`src/rtl/fetch_seq.sv`:
```
// Instruction fetch/decode sequencer: fetches a word at PC, optionally resolves
// one level of indirection, then holds EXEC until the execute unit finishes.
module fetch_seq #(
  parameter int ADDR_W = 12,
  parameter int DATA_W = 16,
  parameter int OPC_W  = 3
) (
  input  logic              clk,
  input  logic              reset,
  input  logic              start,
  output logic              mem_req,
  output logic [ADDR_W-1:0] mem_addr,
  input  logic [DATA_W-1:0] mem_rdata,
  input  logic              mem_ack,
  input  logic              exec_done,
  input  logic              branch_en,
  input  logic [ADDR_W-1:0] branch_addr,
  input  logic              halt,
  output logic [ADDR_W-1:0] pc,
  output logic [ADDR_W-1:0] ar,
  output logic [DATA_W-1:0] ir,
  output logic              i_bit,
  output logic [OPC_W-1:0]  opcode,
  output logic              dec_valid,
  output logic [2:0]        state
);

  typedef enum logic [2:0] {
    IDLE     = 3'd0,
    FETCH    = 3'd1,
    RD_I     = 3'd2,
    DECODE   = 3'd3,
    INDIRECT = 3'd4,
    EXEC     = 3'd5
  } state_t;

  state_t            state_reg;
  logic [ADDR_W-1:0] pc_reg;
  logic [ADDR_W-1:0] ar_reg;
  logic [DATA_W-1:0] ir_reg;
  logic              i_bit_reg;
  logic              mem_req_reg;
  logic              dec_valid_reg;

  // Opcode all-ones marks an I/O-style instruction whose address field is not a pointer.
  logic go_indirect;
  assign go_indirect = ir_reg[DATA_W-1] && !(&ir_reg[DATA_W-2 -: OPC_W]);

  always_ff @(posedge clk or posedge reset) begin
    if (reset) begin
      state_reg     <= IDLE;
      pc_reg        <= '0;
      ar_reg        <= '0;
      ir_reg        <= '0;
      i_bit_reg     <= 1'b0;
      mem_req_reg   <= 1'b0;
      dec_valid_reg <= 1'b0;
    end else begin
      case (state_reg)
        IDLE: begin
          if (start) state_reg <= FETCH;
        end
        FETCH: begin
          ar_reg      <= pc_reg;
          mem_req_reg <= 1'b1;
          state_reg   <= RD_I;
        end
        RD_I: begin
          if (mem_ack) begin
            ir_reg      <= mem_rdata;
            pc_reg      <= pc_reg + 1'b1;
            mem_req_reg <= 1'b0;
            state_reg   <= DECODE;
          end
        end
        DECODE: begin
          i_bit_reg <= ir_reg[DATA_W-1];
          ar_reg    <= ir_reg[ADDR_W-1:0];
          if (go_indirect) begin
            mem_req_reg <= 1'b1;
            state_reg   <= INDIRECT;
          end else begin
            dec_valid_reg <= 1'b1;
            state_reg     <= EXEC;
          end
        end
        INDIRECT: begin
          if (mem_ack) begin
            ar_reg        <= mem_rdata[ADDR_W-1:0];
            mem_req_reg   <= 1'b0;
            dec_valid_reg <= 1'b1;
            state_reg     <= EXEC;
          end
        end
        EXEC: begin
          if (exec_done) begin
            if (branch_en) pc_reg <= branch_addr;
            dec_valid_reg <= 1'b0;
            state_reg     <= halt ? IDLE : FETCH;
          end
        end
        default: begin
          mem_req_reg   <= 1'b0;
          dec_valid_reg <= 1'b0;
          state_reg     <= IDLE;
        end
      endcase
    end
  end

  assign mem_req   = mem_req_reg;
  assign mem_addr  = ar_reg;
  assign pc        = pc_reg;
  assign ar        = ar_reg;
  assign ir        = ir_reg;
  assign i_bit     = i_bit_reg;
  assign opcode    = ir_reg[DATA_W-2 -: OPC_W];
  assign dec_valid = dec_valid_reg;
  assign state     = state_reg;

endmodule

```
`config.mk`:
```
export PLATFORM = sky130hd
export DESIGN_NAME = fetch_seq
export DESIGN_NICKNAME = d
export VERILOG_FILES = /design/src/rtl/fetch_seq.sv
export SDC_FILE = /design/constraint.sdc
export NUM_CORES = 1
export LEC_CHECK = 0
export ABC_CLOCK_PERIOD_IN_PS = 2800
export CORE_AREA = 8 8 91 93
export DETAILED_ROUTE_END_ITERATION = 8
export DIE_AREA = 0 0 99 101
export PLACE_DENSITY = 0.71
export SETUP_SLACK_MARGIN = 0.15
export SLEW_MARGIN = 20
export SYNTH_ARGS = -nofsm -noshare
export SYNTH_HDL_FRONTEND = slang
export SYNTH_SLANG_ARGS = --single-unit
```
`constraint.sdc`:
```
create_clock -name clk -period 2.8 [get_ports clk]
set_clock_uncertainty 0.05 [all_clocks]
set_input_delay 0.28 -clock clk [delete_from_list [all_inputs] [get_ports clk]]
set_output_delay 0.28 -clock clk [all_outputs]
set_load 0.005 [all_outputs]
```
==> results of run 1 <==
[how the worst min path moves through the flow]
| stage | start | to | slack [ns] | cells past startpoint |
|---|---|---|---|---|
| global route | reset | ir[13] | 0.46 | 2 |
| global placement | i_bit | i_bit | 0.45 | 1 |
| floorplan | mem_rdata[0] | ir[0] | 0.35 | 2 |
| detailed placement | i_bit | i_bit | 0.45 | 1 |
| CTS | i_bit | i_bit | 0.48 | 1 |
| finish | reset | ir[13] | 0.37 | 2 |
[per-stage QoR]
stage          instance area, um2  power [mW]
2_1_floorplan                2660        2.71
3_3_place_gp                 3480        3.67
3_5_place_dp                 3480        3.71
4_1_cts                      3630        4.35
5_1_grt                      3630        4.66
6_report                     3630        4.32
[worst max-delay path, stage by stage, from the launching register on]
cell	delay, ns
dfrtp_1	0.59
buf_4	0.34
nand2b_1	0.27
nand2_1	0.39
a2bb2oi_1	0.23
[layer usage]
layer | up-vias | part of all wire | track usage
li1 | 1167 | - | -
met1 | 1158 | 0.45 | 0.192
met2 | 89 | 0.48 | 0.243
met3 | 10 | 0.058 | 0.0338
met4 | 0 | 0.018 | 0.0531
met5 | - | 0 | 0
[final cells by class]
cell class                 instances  area [um2]
inverter                          15        57.6
clock buffer                       6        82.6
tap                               82         103
multi-input combinational        192        1190
fill                             641        3310
clock inverter                     2        60.1
timing repair buffer              99         981
sequential                        46        1150
[layout by cell type, fill, tap and decap left out, drive strengths merged, types with 3 or more instances in the layout]
cell type / instances
nor2b: 3
a32oi: 3
nand4: 5
o21ai: 39
a21oi: 27
a2bb2oi: 13
buf: 4
mux2: 5
inv: 14
and3: 3
a311o: 12
nand2b: 3
nor2: 21
dfrtp: 46
nand3: 8
clkdlybuf4s50: 95
clkbuf: 6
nand2: 23
[where the power goes]
part | internal [mW] | switching, mW | leakage [nW]
combinational | 1.34 | 0.969 | 0.847
clock | 0.381 | 0.231 | 0.0714
sequential | 0.994 | 0.405 | 0.551
[cell families after synthesis]
| family | Yosys count | share of synthesized area |
|---|---|---|
| compound gates | 109 | 0.277 |
| xor+xnor | 1 | 0.00330 |
| fa+ha+maj | 1 | 0.00471 |
| buf+inv | 54 | 0.117 |
| flops | 46 | 0.434 |
| mux | 6 | 0.0250 |
| simple gates | 75 | 0.140 |
==> results.yml, run 1 <==
route:
  drc: 0
  post_drt_via_cell_ratio: 5.48
  first_iter_violations: 141
  detail-route-antenna-nets: 0
  num_vias: 2424
  routed_wl_um: 7540
  wl_per_cell_um: 17.0
  firstDrtPassIters: 4
sta:
  tns_ns: 0
  timing.slew.headroom: 0.459
  setup_violations: 0
  hold_viol: 0
  worst_slack_ns: 0.844
  slew_violations: 0
  post-route-min-period_ns: 1.96
  fmax_mhz: 511
  rsz0062_at_grt: "no"
  tightest_slew_ns: 0.810
  hold_slack_ns: 0.371
  fin_crit_sh: 0.699
power_and_ir_drop:
  p_leak_nw: 1.47
  ir_drop_mv: 0.613
  power_density_nw_per_um2: 1190
worst_setup_path:
  end_kind: "flop"
  crit_type: "reg2reg"
  endpoint: "ar[10]"
  critPathRequiredTime_ns: 2.97
  startpoint_type: "flop"
  r2r_end: "ar[10]"
  worst-path-max-fanout: 27
  ff2ff_path_depth: 4
  cp-startpoint: "state[0]"
  r2r-start: "state[0]"
  r2r_slack_ns: 0.84
  worstPathArrival_ns: 2.12
cells_and_area:
  final_nets: 395
  area_delta_synth_final_pct: 36.7
  n_antenna_cell: 0
  layout-drive-gt1-share: 0.0667
  fin_cells: 442
  largest_reg_flops: 16
  utilization: 0.523
clocking:
  clock_sinks: 46
  clkTransAtPathRegs_ns: 0.09
  cts_resized: 0
  clock_latency_ns: 0.30
  tritoncts: "done"
  holdBufCountCts: 0
  cts-buffers-inserted: 5
  clockBufferDepth: 2
  post_cts_buffers: 0
  root_buffer: "clkbuf_8"
  cts_max_level: 2
yosys:
  yosysTopAreaCellShare: 0.434
  synth_flop_cell: "dfrtp_1"
  yosysMostFrequentCell: "dfrtp_1"
  yosysTopAreaCell: "dfrtp_1"
  syn_area_per_cell_um2: 9.09
  yosysSeqAreaShare: 0.434
  synth_cells: 292
  synthDistinctLibCells: 44
  synth_edf_count: 0
  ys_ff_latch: 46
  syn_nets: 328
  synth_async_sr_flop_share: 1.00
  synth_area_leaders: "dfrtp_1 (43%), o21ai_0 (7.4%), buf_4 (5.4%), a21oi_1 (5.1%), a311o_1 (4.5%)"
  ys_warn_count: 0
  synthesis.area_um2: 2660
  ys_top_cells_by_count: "dfrtp_1 (46), o21ai_0 (39), a21oi_1 (27)"
floorplan:
  core_um2: 6940
  io_pins: 96
  num_rows: 31
  dieArea_um2: 10000
  start_util: 0.382
  die_h_um: 101
  die_w_um: 99
run:
  cap_violations: 0
worst_hold_path:
  min_path_type: "in2async"
global_route:
  grt_pass1_vias: 2378
  antenna_found_initial: 0
  grt_pass1_wl_um: 12100
  track_usage: 0.151
  grt_max_degree: 47
  overflow: 0
placement:
  post-place-cells: 434
  dp_slack_ns: 0.803
  numPortBuffers: 95
  hpwl_um: 5620
  gp_congestion: 0.817
status:
  status: "completed"
Power figures use the tool's default switching activity.
==> run 2, diff against run 1 <==
--- a/config.mk
+++ b/config.mk
@@ -5,11 +5,11 @@
 export SDC_FILE = /design/constraint.sdc
 export NUM_CORES = 1
 export LEC_CHECK = 0
-export ABC_CLOCK_PERIOD_IN_PS = 2800
+export ABC_CLOCK_PERIOD_IN_PS = 1650
 export CORE_AREA = 8 8 91 93
 export DETAILED_ROUTE_END_ITERATION = 8
 export DIE_AREA = 0 0 99 101
-export PLACE_DENSITY = 0.71
+export PLACE_DENSITY = 0.74
 export SETUP_SLACK_MARGIN = 0.15
 export SLEW_MARGIN = 20
 export SYNTH_ARGS = -nofsm -noshare
==> constraint.sdc (replaced) <==
create_clock -name clk -period 1.65 [get_ports clk]
set_clock_uncertainty 0.05 [all_clocks]
set_input_delay 0.165 -clock clk [delete_from_list [all_inputs] [get_ports clk]]
set_output_delay 0.165 -clock clk [all_outputs]
set_load 0.005 [all_outputs]
==> run 2 against run 1 <==
Clock power rose by 26%. Register-to-register slack got worse by 0.80 ns. Critical path depth rose by 2. Critical endpoint is now pc[4]. Clock-buffer cell count rose by 1. Flip-flop and latch count did not move.
==> results.yml, run 2 (same netlist as run 1, synthesis figures left out) <==
floorplan:
  num_rows: 31
  dieArea_um2: 10000
  start_util: 0.382
  core_um2: 6940
  io_pins: 96
  die_w_um: 99
  die_h_um: 101
power_and_ir_drop:
  combPwrFrac: 0.647
  swShare: 0.376
  report.power.total_mw: 8.51
  p_int_mw: 5.31
  power_density_nw_per_um2: 2010
  ir_drop_mv: 1.03
  clkPwrFrac: 0.091
  p_sw_mw: 3.20
  p_leak_nw: 1.80
  seqPwrFrac: 0.262
sta:
  timing.slew.headroom: 0.757
  fmax_mhz: 621
  tightest_slew_ns: 0.363
  rsz0062_at_grt: "yes"
  post-route-min-period_ns: 1.61
  fin_crit_sh: 0.976
  slew_violations: 0
  hold_slack_ns: 0.165
  setup_violations: 0
  hold_viol: 0
cells_and_area:
  fin_cells: 487
  final_nets: 440
  nFillCells: 566
  n_antenna_cell: 0
  final_area_um2: 4240
  mostFrequentLayoutCells: "clkdlybuf4s50_1 (87), dfrtp_1 (36), buf_4 (29)"
  layout-drive-gt1-share: 0.257
  area_delta_synth_final_pct: 59.6
  largest_reg_flops: 16
  final_common_cell: "clkdlybuf4s50_1"
clocking:
  clock_sinks: 46
  root_buffer: "clkbuf_8"
  cts_max_level: 2
  clock_latency_ns: 0.30
  tritoncts: "done"
  cts-buffers-inserted: 5
  clockBufferDepth: 2
  clkTransAtPathRegs_ns: 0.10
placement:
  numPortBuffers: 95
  hpwl_um: 5880
  gp_congestion: 0.782
  dpl_cell_area_um2: 3720
  post-place-cells: 453
worst_setup_path:
  crit_chain: "buf_12 -> and3b_2 -> a31o_4 -> buf_6 -> a21oi_2 -> a21oi_2"
  end_kind: "flop"
  crit_type: "reg2reg"
  worst-path-max-fanout: 5
  critPathRequiredTime_ns: 1.79
  cp_slowest_stage_delay_ns: 0.45
  crit_top_cell: "a21oi_2"
  path_delay_family: "compound AO/OA/AOI/OAI gates"
  startpoint_type: "flop"
  path_buf_inv: 2
  cp_slowest_cell: "dfrtp_2"
  worstPathArrival_ns: 1.75
global_route:
  grt_pass1_vias: 2528
  antenna_found_initial: 0
  grt_pass1_wl_um: 12900
  track_usage: 0.160
  grt_max_degree: 47
  overflow: 0
route:
  drc: 0
  detail-route-antenna-nets: 0
  routed_wl_um: 8820
  post_drt_via_cell_ratio: 5.47
  first_iter_violations: 152
  firstDrtPassIters: 4
  wl_per_cell_um: 18.1
  num_vias: 2664
worst_hold_path:
  min_path_type: "in2async"
status:
  status: "completed"
run:
  cap_violations: 0
-- run 2: cell types whose count changed in the layout (fill, tap and decap cells not counted), sizes merged --
cell,delta
a31o,+1
buf,+43
bufinv,-2
clkbuf,+2
clkdlybuf4s15,+1
clkdlybuf4s50,-8
dlygate4sd2,+4
dlymetal6s2s,+3
inv,+1
-- run 2: worst paths after layout --
kind	depth (start not counted)	endpoint	startpoint	slack (ns)
hold / removal	3	ar[11]	reset	0.16
min in group clk	3	ir[10]	mem_rdata[10]	0.39
setup / recovery	6	pc[4]	state[0]	0.04
setup reg to reg	6	pc[4]	state[0]	0.04
max in group asynchronous	3	pc[9]	reset	1.14
hold reg to reg	2	dec_valid	dec_valid	0.49
-- run 2: repair_timing --
action | 4_1_cts | 5_1_grt
hold buffers | 0 | 0
gates resized for setup | 30 | 42
buffers inserted | 12 | 12
cloned | 0 | 2
hold endpoints to repair | 0 | 0
pin swaps | 6 | 15
setup endpoints to repair | 49 | 50
-- run 2: power by group through the flow --
stage	Sequential, mW	Combinational, mW	Clock [mW]
after global placement	2.25	4.46	0
after floorplan	2.22	2.47	0
after global routing	2.31	5.91	0.837
final	2.23	5.51	0.774
after CTS	2.26	4.93	0.798
after detailed placement	2.27	4.54	0
-- run 2: stage by stage --
| step | TNS, ns | worst slack [ns] | util |
|---|---|---|---|
| after floorplan | 0 | 0.123 | - |
| after global placement | -0.193 | -0.0259 | 0.535 |
| after detailed placement | -0.991 | -0.0883 | 0.535 |
| after CTS | 0 | 0.0884 | 0.576 |
| after global routing | 0 | 0.00371 | 0.610 |
| final | 0 | 0.0398 | 0.610 |
-- run 2: cell type report --
class,count,area [um2],share of cell area
clock buffers,7,96.3,0.0227
clock inverters,1,8.76,0.00207
inverters,15,56.3,0.0133
multi-input cells,193,1350,0.319
flip-flops and latches,46,1160,0.275
well taps,82,103,0.0242
repair buffers,143,1460,0.344
-- run 2: worst reg2reg max path: stages, from the launching register on --
cell and delay [ns]:
dfrtp_2 0.45, buf_12 0.14, and3b_2 0.26, a31o_4 0.28
buf_6 0.13, a21oi_2 0.16, a21oi_2 0.05
-- run 2: layer usage --
layer	vias up	share of wire	track usage
met5	-	0	0
li1	1262	-	-
met3	9	0.048	0.0318
met1	1308	0.42	0.198
met2	85	0.52	0.272
met4	0	0.012	0.0543
==> run 3, diff against run 2 <==
--- a/config.mk
+++ b/config.mk
@@ -6,10 +6,9 @@
 export NUM_CORES = 1
 export LEC_CHECK = 0
 export ABC_CLOCK_PERIOD_IN_PS = 1650
-export CORE_AREA = 8 8 91 93
+export CORE_AREA = 8 8 104 106
 export DETAILED_ROUTE_END_ITERATION = 8
-export DIE_AREA = 0 0 99 101
-export PLACE_DENSITY = 0.74
+export DIE_AREA = 0 0 112 114
 export SETUP_SLACK_MARGIN = 0.15
 export SLEW_MARGIN = 20
 export SYNTH_ARGS = -nofsm -noshare
==> run 3 against run 2 <==
Design area rose by 6.7%. Sequential share of layout area fell by 1.7 points. Die area rose by 28%. Fmax fell by 1.2%. Sequential power barely moved. Flip-flop and latch count did not move. Via count rose by 2.2%. Critical path depth fell by 1. Register-to-register slack got worse by 0.02 ns. First-iteration DRC count fell by 8.6%. Critical path type unchanged. Critical endpoint is now pc[0]. Largest power group unchanged. Highest routed layer unchanged.
==> results.yml, run 3 (same netlist as run 1, synthesis figures left out) <==
sta:
  post-route-min-period_ns: 1.63
  fmax_mhz: 613
  hold_viol: 0
  worst_slack_ns: 0.0200
  slew_violations: 0
  rsz0062_at_grt: "yes"
  fin_crit_sh: 0.988
  tns_ns: 0
  setup_violations: 0
  timing.slew.headroom: 0.786
  hold_slack_ns: 0.167
  tightest_slew_ns: 0.320
worst_setup_path:
  end_kind: "flop"
  cp_slowest_stage_delay_ns: 0.45
  worstPathArrival_ns: 1.79
  path_buf_inv: 1
  cp_slowest_cell: "dfrtp_2"
  worst-path-max-fanout: 6
  startpoint_type: "flop"
  crit_type: "reg2reg"
  crit_chain: "buf_6 -> and3b_2 -> a31oi_4 -> nor3_2 -> a311oi_2"
  path_delay_family: "compound AO/OA/AOI/OAI gates"
  critPathRequiredTime_ns: 1.81
global_route:
  grt_pass1_wl_um: 14000
  grt_pass1_vias: 2657
  track_usage: 0.135
  grt_max_degree: 47
  overflow: 0
  antenna_found_initial: 0
clocking:
  clock_latency_ns: 0.30
  cts-buffers-inserted: 5
  cts_max_level: 2
  root_buffer: "clkbuf_8"
  clockBufferDepth: 2
  holdBufCountCts: 0
  clock_sinks: 46
  tritoncts: "done"
  clkTransAtPathRegs_ns: 0.09
power_and_ir_drop:
  power_density_nw_per_um2: 1950
  combPwrFrac: 0.669
  seqPwrFrac: 0.254
  p_sw_mw: 3.34
  p_int_mw: 5.46
  swShare: 0.380
  clkPwrFrac: 0.077
  p_leak_nw: 1.96
  ir_drop_mv: 0.815
route:
  drc: 0
  first_iter_violations: 139
  post_drt_via_cell_ratio: 5.14
  wl_per_cell_um: 18.2
  num_vias: 2723
  detail-route-antenna-nets: 0
  firstDrtPassIters: 4
  routed_wl_um: 9640
cells_and_area:
  largest_reg_flops: 16
  final_area_um2: 4520
  final_nets: 455
  multi_input_area_um2: 1460
  n_antenna_cell: 0
  layout-drive-gt1-share: 0.332
  nFillCells: 886
  register_area_um2: 1160
  area_delta_synth_final_pct: 70.2
  mostFrequentLayoutCells: "clkdlybuf4s50_1 (84), dfrtp_1 (35), buf_4 (35)"
  final_common_cell: "clkdlybuf4s50_1"
floorplan:
  io_pins: 96
  dieArea_um2: 12800
  start_util: 0.291
  core_um2: 9110
  die_h_um: 114
  num_rows: 35
  die_w_um: 112
placement:
  hpwl_um: 6150
  gp_congestion: 0.791
  dpl_cell_area_um2: 3740
  numPortBuffers: 95
  dp_slack_ns: -0.0430
status:
  status: "completed"
run:
  cap_violations: 0
worst_hold_path:
  min_path_type: "in2async"
[run 3: cell count changes in the layout (fill, tap and decap cells not counted), sizes merged, moves of 2 or more]
cell           before  now
bufbuf              0    2
clkbuf              8    6
buf                47   60
dlymetal6s2s        3    8
clkdlybuf4s50      87   84
[run 3: final timing paths]
| kind | startpoint | end | slack, ns | cells past startpoint |
|---|---|---|---|---|
| worst max-delay path | state[2] | pc[0] | 0.02 | 5 |
| worst min-delay path | reset | ir[11] | 0.17 | 3 |
| worst max register to register | state[2] | pc[0] | 0.02 | 5 |
| worst min register to register | state[2] | state[1] | 0.46 | 1 |
| max in group asynchronous | reset | pc[4] | 1.15 | 3 |
| min in group clk | mem_rdata[6] | ir[6] | 0.40 | 3 |
[run 3: routing by layer]
| layer | up-vias | GRT usage | share of wire |
|---|---|---|---|
| li1 | 1300 | - | - |
| met1 | 1313 | 0.173 | 0.43 |
| met2 | 92 | 0.218 | 0.48 |
| met3 | 18 | 0.0375 | 0.064 |
| met4 | 0 | 0.0405 | 0.017 |
| met5 | - | 0 | 0 |
[run 3: layout make-up]
| class | instances | share of cell area |
|---|---|---|
| Multi-Input combinational cell | 194 | 0.323 |
| Clock buffer | 6 | 0.0161 |
| Timing Repair Buffer | 157 | 0.359 |
| Sequential cell | 46 | 0.258 |
| Clock inverter | 1 | 0.00166 |
| Inverter | 15 | 0.0125 |
| Tap cell | 111 | 0.0307 |
[run 3: repair_timing]
item                                    CTS  global route
buffers inserted                         16            17
endpoints found under the setup margin   48            48
pin swaps                                12            36
gates cloned                              3             3
gates resized for setup                  42            83
[run 3: worst register-to-register path, cell delays in order (launching register included)]
cell,delay [ns]
dfrtp_2,0.45
buf_6,0.13
and3b_2,0.28
a31oi_4,0.30
nor3_2,0.09
a311oi_2,0.25
[run 3: metrics by stage]
stage / std cells / util / power, mW
after floorplan: 292 / - / 4.69
after global placement: 484 / 0.411 / 6.72
after detailed placement: 484 / 0.411 / 6.79
after CTS: 510 / 0.454 / 8.20
after global routing: 530 / 0.496 / 9.40
final: 530 / 0.496 / 8.81
[run 3: power by group through the flow]
stage               Clock (mW)  Sequential [mW]  Combinational, mW
finish                   0.675             2.24               5.89
CTS                      0.693             2.26               5.25
global route             0.744             2.31               6.35
detailed placement           0             2.31               4.48
floorplan                    0             2.22               2.47
global placement             0             2.29               4.43
